==> config.mk <==
export PLATFORM = sky130hd
export DESIGN_NAME = keypad_scanner
export DESIGN_NICKNAME = d
export VERILOG_FILES = /design/src/rtl/keypad_pkg.sv /design/src/rtl/keypad_key_filter.sv /design/src/rtl/keypad_scanner.sv
export SDC_FILE = /design/constraint.sdc
export NUM_CORES = 1
export LEC_CHECK = 0
export ABC_AREA = 1
export BUFFER_PORTS_ARGS = -buffer_cell sky130_fd_sc_hd__buf_2
export CAP_MARGIN = 20
export CORE_AREA = 2 2 125 127
export CTS_CLUSTER_DIAMETER = 60
export DETAILED_ROUTE_END_ITERATION = 10
export DIE_AREA = 0 0 127 129
export GPL_ROUTABILITY_DRIVEN = 1
export MAX_ROUTING_LAYER = met4
export SKIP_CTS_REPAIR_TIMING = 1
export SYNTH_ARGS = -nofsm -noshare
export SYNTH_HDL_FRONTEND = slang
export SYNTH_SLANG_ARGS = --single-unit
==> constraint.sdc <==
create_clock -name clk -period 11.19 [get_ports clk]
set_input_delay 3.357 -clock clk [delete_from_list [all_inputs] [get_ports clk]]
set_output_delay 3.357 -clock clk [all_outputs]
set_load 0.02 [all_outputs]
==> src/rtl/keypad_pkg.sv <==
// keypad_pkg: shared constants, types and the scan evaluation helper for the
// 4x4 matrix keypad scanner.
package keypad_pkg;

  localparam int KP_ROWS    = 4;
  localparam int KP_COLS    = 4;
  localparam int KP_KEYS    = KP_ROWS * KP_COLS;
  localparam int KP_CODE_W  = 4;
  localparam int KP_STATE_W = KP_CODE_W + 1;

  // Stable-state encoding: {1'b0, code} for a key, MSB set for "no key".
  localparam logic [KP_STATE_W-1:0] KP_NONE    = 5'b10000;
  localparam logic [KP_ROWS-1:0]    KP_ROW_RST = 4'b1110;

  typedef enum logic {
    EVT_IDLE = 1'b0,
    EVT_PEND = 1'b1
  } evt_state_e;

  typedef struct packed {
    logic                  multi;
    logic [KP_STATE_W-1:0] cand;
  } scan_eval_t;

  // Reduce a full-scan press map to a candidate: one key -> its code,
  // no key -> KP_NONE, two or more keys -> multi (ghosting, scan invalid).
  function automatic scan_eval_t kp_eval(input logic [KP_KEYS-1:0] map);
    scan_eval_t r;
    int         n;
    n      = 0;
    r.cand = KP_NONE;
    for (int i = 0; i < KP_KEYS; i++) begin
      if (map[i]) begin
        n++;
        r.cand = {1'b0, KP_CODE_W'(i)};
      end
    end
    r.multi = (n > 1);
    return r;
  endfunction

endpackage

==> src/rtl/keypad_key_filter.sv <==
// keypad_key_filter: debounces full-scan candidates into a stable key state.
// A change is accepted after DEBOUNCE_SCANS consecutive identical valid scans
// that differ from the current stable state; ghosted scans clear the count.
module keypad_key_filter
  import keypad_pkg::*;
#(
  parameter int DEBOUNCE_SCANS = 8
) (
  input  logic                  clk,
  input  logic                  rst,
  input  logic                  scan_done,
  input  logic                  multi,
  input  logic [KP_STATE_W-1:0] candidate,
  output logic [KP_STATE_W-1:0] stable,
  output logic                  changed
);

  localparam logic [7:0] DEB_TC = 8'(DEBOUNCE_SCANS);

  logic [7:0]            cnt_q;
  logic [7:0]            cnt_nxt;
  logic [KP_STATE_W-1:0] prev_q;

  // Count value this scan would produce if the scan is valid.
  always_comb begin
    cnt_nxt = 8'd1;
    if ((candidate == prev_q) && (candidate != stable)) begin
      cnt_nxt = cnt_q + 8'd1;
    end
  end

  // Stable state, run counter and previous candidate, updated once per scan.
  always_ff @(posedge clk or negedge rst) begin
    if (!rst) begin
      stable  <= KP_NONE;
      prev_q  <= KP_NONE;
      cnt_q   <= 8'd0;
      changed <= 1'b0;
    end else begin
      changed <= 1'b0;
      if (scan_done) begin
        if (multi) begin
          cnt_q <= 8'd0;
        end else begin
          prev_q <= candidate;
          if (cnt_nxt == DEB_TC) begin
            stable  <= candidate;
            cnt_q   <= 8'd0;
            changed <= (candidate != stable);
          end else begin
            cnt_q <= cnt_nxt;
          end
        end
      end
    end
  end

endmodule

==> src/rtl/keypad_scanner.sv <==
// keypad_scanner: 4x4 matrix keypad row scanner with column synchronizer,
// debounce filter and a single-entry valid/ready event output.
// Build option: KEYPAD_RELEASE_EVT_EN adds release events (key_release=1);
// without it only press events are produced and key_release stays 0.
//
// Event slot FSM:
//   state    | meaning
//   EVT_IDLE | no event pending, key_valid=0
//   EVT_PEND | event held on key_code/key_release, key_valid=1
module keypad_scanner
  import keypad_pkg::*;
#(
  parameter int SCAN_DIV       = 1000,
  parameter int DEBOUNCE_SCANS = 8
) (
  input  logic                 clk,
  input  logic                 rst,
  output logic [KP_ROWS-1:0]   row_out,
  input  logic [KP_COLS-1:0]   col_in,
  output logic [KP_CODE_W-1:0] key_code,
  output logic                 key_valid,
  input  logic                 key_ready,
  output logic                 key_release,
  output logic                 key_held,
  output logic                 overrun
);

  localparam int              SLOT_W    = $clog2(SCAN_DIV);
  localparam logic [SLOT_W-1:0] SLOT_LOAD = SLOT_W'(SCAN_DIV - 1);

  logic [KP_COLS-1:0]    col_s1;
  logic [KP_COLS-1:0]    col_s2;
  logic [SLOT_W-1:0]     slot_cnt;
  logic [1:0]            row_idx;
  logic [KP_KEYS-1:0]    press_map;
  logic                  scan_done;
  scan_eval_t            scan_ev;
  logic [KP_STATE_W-1:0] stable;
  logic                  changed;

  logic                  evt_new;
  logic [KP_CODE_W-1:0]  evt_code;
  logic                  evt_rel;

  evt_state_e            state_q;
  evt_state_e            state_d;
  logic                  evt_load;
  logic                  ovr_set;

  // Two-stage synchronizer; idle (pulled-up) level out of reset.
  always_ff @(posedge clk or negedge rst) begin
    if (!rst) begin
      col_s1 <= '1;
      col_s2 <= '1;
    end else begin
      col_s1 <= col_in;
      col_s2 <= col_s1;
    end
  end

  // Row slot timer: down-counter per row, sample columns at terminal count,
  // then rotate to the next row; flag end of scan after row 3.
  always_ff @(posedge clk or negedge rst) begin
    if (!rst) begin
      slot_cnt  <= SLOT_LOAD;
      row_idx   <= 2'd0;
      row_out   <= KP_ROW_RST;
      press_map <= '0;
      scan_done <= 1'b0;
    end else begin
      scan_done <= 1'b0;
      if (slot_cnt == '0) begin
        press_map[{row_idx, 2'b00} +: KP_COLS] <= ~col_s2;
        row_idx   <= row_idx + 2'd1;
        row_out   <= {row_out[KP_ROWS-2:0], row_out[KP_ROWS-1]};
        slot_cnt  <= SLOT_LOAD;
        scan_done <= (row_idx == 2'd3);
      end else begin
        slot_cnt <= slot_cnt - 1'b1;
      end
    end
  end

  assign scan_ev = kp_eval(press_map);

  keypad_key_filter #(
    .DEBOUNCE_SCANS (DEBOUNCE_SCANS)
  ) u_key_filter (
    .clk       (clk),
    .rst       (rst),
    .scan_done (scan_done),
    .multi     (scan_ev.multi),
    .candidate (scan_ev.cand),
    .stable    (stable),
    .changed   (changed)
  );

  assign key_held = (stable != KP_NONE);

`ifdef KEYPAD_RELEASE_EVT_EN
  logic [KP_CODE_W-1:0] held_code;

  // Remember the accepted key so its code can be reported on release.
  always_ff @(posedge clk or negedge rst) begin
    if (!rst) begin
      held_code <= '0;
    end else if (changed && (stable != KP_NONE)) begin
      held_code <= stable[KP_CODE_W-1:0];
    end
  end

  // Every accepted transition is an event; a transition to none is a release.
  always_comb begin
    evt_new  = changed;
    evt_code = stable[KP_CODE_W-1:0];
    evt_rel  = 1'b0;
    if (stable == KP_NONE) begin
      evt_code = held_code;
      evt_rel  = 1'b1;
    end
  end
`else
  // Only transitions onto a key are events.
  always_comb begin
    evt_new  = changed && (stable != KP_NONE);
    evt_code = stable[KP_CODE_W-1:0];
    evt_rel  = 1'b0;
  end
`endif

  // Event slot state register.
  always_ff @(posedge clk or negedge rst) begin
    if (!rst) begin
      state_q <= EVT_IDLE;
    end else begin
      state_q <= state_d;
    end
  end

  // Event slot next state: load when empty or draining this cycle, else drop.
  always_comb begin
    state_d  = state_q;
    evt_load = 1'b0;
    ovr_set  = 1'b0;
    case (state_q)
      EVT_IDLE: begin
        if (evt_new) begin
          evt_load = 1'b1;
          state_d  = EVT_PEND;
        end
      end
      EVT_PEND: begin
        if (key_ready) begin
          if (evt_new) begin
            evt_load = 1'b1;
          end else begin
            state_d = EVT_IDLE;
          end
        end else if (evt_new) begin
          ovr_set = 1'b1;
        end
      end
      default: state_d = EVT_IDLE;
    endcase
  end

  assign key_valid = (state_q == EVT_PEND);

  // Event payload and sticky overrun flag.
  always_ff @(posedge clk or negedge rst) begin
    if (!rst) begin
      key_code    <= '0;
      key_release <= 1'b0;
      overrun     <= 1'b0;
    end else begin
      if (evt_load) begin
        key_code    <= evt_code;
        key_release <= evt_rel;
      end
      if (ovr_set) begin
        overrun <= 1'b1;
      end
    end
  end

endmodule
Word-level counts from Yosys, hierarchy flattened
Index checks and enable logic that the tools add are counted.
{"block": "word_totals", "ff_bits": 66}
{"block": "op_classes", "n_addsub": 19, "n_lt_le_gt_ge": 1, "eq_ne": 5, "n_shift": 2, "n_mux": 48, "bitwise_logic": 3, "reduce_logical": 5}
{"operator": "$add A32 B2 Y32 const B", "count": 15}
{"operator": "$mux W32", "count": 15}
{"operator": "$mux W5", "count": 16}
{"operator": "$gt A32 B2 Y1 const B", "count": 1}
{"operator": "$mux W8", "count": 3}
{"operator": "$bwmux W16", "count": 1}
{"operator": "$shift A4 B6 Y16 const A", "count": 1}
{"operator": "$shiftx A4 B6 Y16", "count": 1}
{"operator": "$logic_not A10 Y1", "count": 1}
{"operator": "$mux W1", "count": 10}
{"operator": "$mux W10", "count": 1}
{"operator": "$sub A10 B1 Y10 const B", "count": 1}
{"operator": "$add A8 B1 Y8 const B", "count": 1}
{"operator": "$eq A8 B4 Y1 const B", "count": 1}
{"operator": "$neg A4 Y6", "count": 1}
{"operator": "$eq A5 B5 Y1", "count": 1}
{"operator": "$ne A5 B5 Y1", "count": 1}
{"operator": "$ne A5 B5 Y1 const B", "count": 1}
{"operator": "$not A4 Y4", "count": 1}
{"operator": "$pmux W1 S2", "count": 2}
{"operator": "$reduce_and A3 Y1", "count": 1}
{"operator": "$add A2 B1 Y2 const B", "count": 1}
{"operator": "$eq A2 B2 Y1 const B", "count": 1}
{"operator": "$logic_and A1 B1 Y1", "count": 2}
{"operator": "2 further kinds", "count": 3}

Depth between registers and ports, before layout
{"block": "depth", "word_depth": 34, "ltp_mapped": 56, "mapped_depth_nobuf": 56}

Hierarchy
From an unflattened synthesis, not the netlist that was laid out.
{"block": "hier_totals", "hier_cells": 726, "area_unflattened_um2": 5102.4}
{"module": "keypad_scanner", "instances": 1, "cells_per_inst": 581, "area_each_um2": 4005.1, "seq_area_each_um2": 1199.9}
{"module": "keypad_key_filter", "instances": 1, "cells_per_inst": 145, "area_each_um2": 1097.3, "seq_area_each_um2": 478.0}

Worst setup path before layout
OpenSTA, ideal clock, no wires.
{"block": "synth_timing", "path_kind": "register -> register", "from": "register press_map[0]", "to": "register u_key_filter.prev_q[3]", "arrival_time_ps": 8227, "t_required_ps": 11063, "slack_ps": 2836, "stages_incl_launch_ff": 55, "cell_sequence": "dfrtp_1 inv_1 ha_1 nor2_1 nor2_2 nand2_1 nand3_1 and2_1 ha_1 nand2_1 nand2_1 ha_1 or2_2 and2_1 ha_1 nand2_1 nand2_1 ha_1 [... 19 more ...] nand2_1 o21ai_1 ha_1 o21ai_0 inv_1 ha_1 nand2_1 inv_1 nand2_1 inv_1 nand2_1 xor2_1 inv_2 nand2_2 nor2_8 nand2_4 buf_6 o21ai_2"}
{"block": "synth_via", "elab_chain_cells": 34}
{"element": "start: declaration", "line": "keypad_scanner.sv:35", "source": "logic [KP_KEYS-1:0] press_map;"}
{"element": "start signal: indexed assignment", "line": "keypad_scanner.sv:73", "source": "press_map[{row_idx, 2'b00} +: KP_COLS] <= ~col_s2;"}
{"element": "$mux W1 (*)", "line": "keypad_pkg.sv:33", "source": "if (map[i]) begin"}
{"element": "$add A32 B2 Y32", "line": "keypad_pkg.sv:34", "source": "n++;"}
{"element": "$mux W32 (*)", "line": "keypad_pkg.sv:33"}
{"element": "$add A32 B2 Y32", "line": "keypad_pkg.sv:34"}
{"element": "$mux W32 (*)", "line": "keypad_pkg.sv:33"}
{"element": "$add A32 B2 Y32", "line": "keypad_pkg.sv:34"}
{"element": "$mux W32 (*)", "line": "keypad_pkg.sv:33"}
{"element": "$add A32 B2 Y32", "line": "keypad_pkg.sv:34"}
{"element": "[... 18 more ...]"}
{"element": "$mux W32 (*)", "line": "keypad_pkg.sv:33"}
{"element": "$add A32 B2 Y32", "line": "keypad_pkg.sv:34"}
{"element": "$mux W32 (*)", "line": "keypad_pkg.sv:33"}
{"element": "$add A32 B2 Y32", "line": "keypad_pkg.sv:34"}
{"element": "$mux W32 (*)", "line": "keypad_pkg.sv:33"}
{"element": "$gt A32 B2 Y1 (*)", "line": "keypad_pkg.sv:38", "source": "r.multi = (n > 1);"}
{"element": "$not A1 Y1 (no line) (*)"}
{"element": "$reduce_and A2 Y1 (no line) (*)"}
{"element": "end signal: assignment", "line": "keypad_key_filter.sv:45", "source": "prev_q <= candidate;"}
{"element": "end: declaration", "line": "keypad_key_filter.sv:22", "source": "logic [KP_STATE_W-1:0] prev_q;"}
Mark *: on every way between the ends. The rest lies on a longest branch, timed or not.
A chain may end at the register's enable or synchronous reset.

Final worst setup path
Ends and elaborated chain as after synthesis.

==> reports/metrics.yaml <==
run_status: "completed"
layout_commonest_cell: "sky130_fd_sc_hd__nand2_1"
globalplace.congestion: 0.816
vias_per_cell: 4.56
drt_wl_total_um: 9470
num_vias: 4324
floorplan.die_area_mm2: 0.0164
timing.final.setup_violations: 0
min_path_type: "reg -> reg"
syn-mean-instance-area_um2: 7.08
pin_count_of_the_biggest_net_entering_global_routing: 67
cts-root-to-sink-buffers: 2
unrepaired_setup_endpoints_after_global_routing: "no"
io-pin-count: 19
timing.clock.skew_ns: 0.00672
cellPowerDensity_mw_per_mm2: 93.6
dpl_worst_slack_ns: 2.29
antenna_found_initial: 0
timing.critical_path.to_type: "register"
placeableCoreArea_mm2: 0.0150
report.final.slew_viol_count: 0
critical_path.max_stage_delay_ns: 0.37
finalSetupTns_ns: 0
cts_num_sinks: 66
max_cap_violations: 0
ys_warns: 0
drt_iter0_drc: 204
total_nets_after_synthesis: 763
slew_headroom_pct: 46.5
x_dimension_of_the_die_um: 127
die-height_um: 129
crit_path_top_delay_cell: "sky130_fd_sc_hd__dfrtp_1"
detail_route.wl_per_cell_um: 9.99
std_cell_rows: 45
clock_tree.root_cell: "sky130_fd_sc_hd__clkbuf_16"
worstPathArrival_ns: 9.10
synth.cell_area_mm2: 0.00519
synthFlopType: "sky130_fd_sc_hd__dfrtp_1"
hold_fails_final_rpt: 0
floorplan.initialDensity_pct: 34.6
clk_transition_reported_paths_ns: 0.06
numCtsBuffers: 9
peakVddDrop_v: 0.0000785
cts_tree: "built"
finish.net_count: 785
cell_seen_most_often_among_critical_path_stages: "sky130_fd_sc_hd__nand2_1"
worst_slack_ns: 2.29
transition_time_at_the_pin_with_the_least_slew_margin_ns: 0.796
globalRouteOverflowTotal: 0
leak_pwr_uw: 0.00305
detail-route-antenna-nets: 0
crit_path_start_kind: "register"
worst_skew_late_latency_ns: 0.32
diodes: 0
post-route-period-util_pct: 79.6
critical_path_peak_fanout: 18
area_growth_pct: 11.4
firstDrtPassIters: 4
syn_inst: 733
synth_seq_cells: 66
count_of_cell_types_in_the_netlist: 45
htreeDepth: 3
timing.setup.critical_path_class: "reg -> reg"
fmax_mhz: 112
yosysSeqAreaShare_pct: 32.3
post_route_cells_drive_above_1_share_pct: 21.2
grt_first_pass_wirelength_um: 17600
timing.critical_path.required_ns: 11.39
place.port_buffers: 17
detailed_place_hpwl_um: 7510
drc: 0
fin_crit_ns: 8.90
most-common-layout-cells: "sky130_fd_sc_hd__nand2_1 (205), sky130_fd_sc_hd__inv_1 (103), sky130_fd_sc_hd__nor2_1 (58)"
count_of_flip_flops_with_a_built_in_enable_after_synthesis: 0
fin_total_pwr_uw: 541
globalRouteTotalUtil_pct: 12.9
first_global_vias: 4109
synthArstFlopShare_pct: 100
[flip-flops by register name, summed over array words and instances (netlist names), 2 cells and up]
signal / count
key_code: 4
row_idx: 2
row_out: 4
slot_cnt: 10
press_map: 16
u_key_filter.stable: 5
col_s1: 4
u_key_filter.prev_q: 5
col_s2: 4
u_key_filter.cnt_q: 8
[final timing paths]
kind                              start                     end  slack, ns  depth (start not counted)
max                        press_map[0]  u_key_filter.prev_q[3]       2.29                         54
min                           col_s1[1]               col_s2[1]       0.36                          0
max reg2reg                press_map[0]  u_key_filter.prev_q[3]       2.29                         54
min reg2reg                   col_s1[1]               col_s2[1]       0.36                          0
max in group asynchronous           rst            press_map[5]       7.45                          2
min in group asynchronous           rst             key_code[3]       3.19                          2
[synthesized netlist by cell type, types with 9 or more instances]
| master | number | area share [%] |
|---|---|---|
| sky130_fd_sc_hd__o21ai_0 | 22 | 2.1 |
| sky130_fd_sc_hd__xor2_1 | 9 | 1.5 |
| sky130_fd_sc_hd__nand3_1 | 49 | 4.7 |
| sky130_fd_sc_hd__inv_1 | 103 | 7.5 |
| sky130_fd_sc_hd__dfstp_2 | 21 | 11 |
| sky130_fd_sc_hd__nor2_1 | 58 | 4.2 |
| sky130_fd_sc_hd__inv_2 | 14 | 1.0 |
| sky130_fd_sc_hd__o31ai_1 | 11 | 1.6 |
| sky130_fd_sc_hd__ha_1 | 23 | 5.5 |
| sky130_fd_sc_hd__nand2_1 | 205 | 15 |
| sky130_fd_sc_hd__nand4_1 | 17 | 2.0 |
| sky130_fd_sc_hd__dfrtp_1 | 45 | 22 |
| sky130_fd_sc_hd__a21oi_1 | 17 | 1.6 |
| sky130_fd_sc_hd__o21ai_2 | 10 | 1.7 |
| sky130_fd_sc_hd__nand3_2 | 12 | 2.3 |
| sky130_fd_sc_hd__nand2_2 | 38 | 4.6 |
[metrics by stage]
stage	hold WS [ns]	instance area, µm²	std cells	utilization, %
3_3_place_gp	0.347	5470	932	36.5
2_1_floorplan	0.345	5190	733	-
4_1_cts	0.356	5780	948	38.6
6_report	0.355	5780	948	38.6
3_5_place_dp	0.348	5470	932	36.5
5_1_grt	0.360	5780	948	38.6
[critical path, delay by kind of cell (launching register included)]
family | cells | cell delay (ns)
adder cells (fa/ha/maj) | 13 | 3.75
AND/OR/NAND/NOR | 30 | 3.52
AO/OA/AOI/OAI | 4 | 0.62
buffers and inverters | 6 | 0.39
flip-flops | 1 | 0.37
XOR/XNOR | 1 | 0.08
[logic make-up after synthesis]
family	Yosys count	share of synthesized area (%)
multiplexers	1	0.217
other	1	0.0723
buffers and inverters	126	9.57
AO/OA/AOI/OAI	71	8.42
adder cells (fa/ha/maj)	23	5.55
AND/OR/NAND/NOR	434	42.0
flip-flops	66	32.3
XOR/XNOR	11	1.86
[power breakdown]
part           switching [µW]  internal, µW  total [µW]
combinational            5.99          1.34        7.33
sequential              0.541           242         242
clock                     106           185         292
[cell type report]
| class | instances | area [µm²] |
|---|---|---|
| Sequential cell | 66 | 1680 |
| Multi-Input combinational cell | 541 | 3010 |
| Timing Repair Buffer | 18 | 92.6 |
| Inverter | 119 | 449 |
| Clock inverter | 5 | 60.1 |
| Clock buffer | 11 | 253 |
| Fill cell | 1567 | 9200 |
| Tap cell | 188 | 235 |
[per-layer routing]
metal  share of wire, %  global-route usage [%]
met5                  0                       -
met1                 52                    17.1
met3                1.8                    1.83
met2                 45                    20.8
met4                1.2                    3.75
No activity file was read; power rests on OpenSTA's default activity.
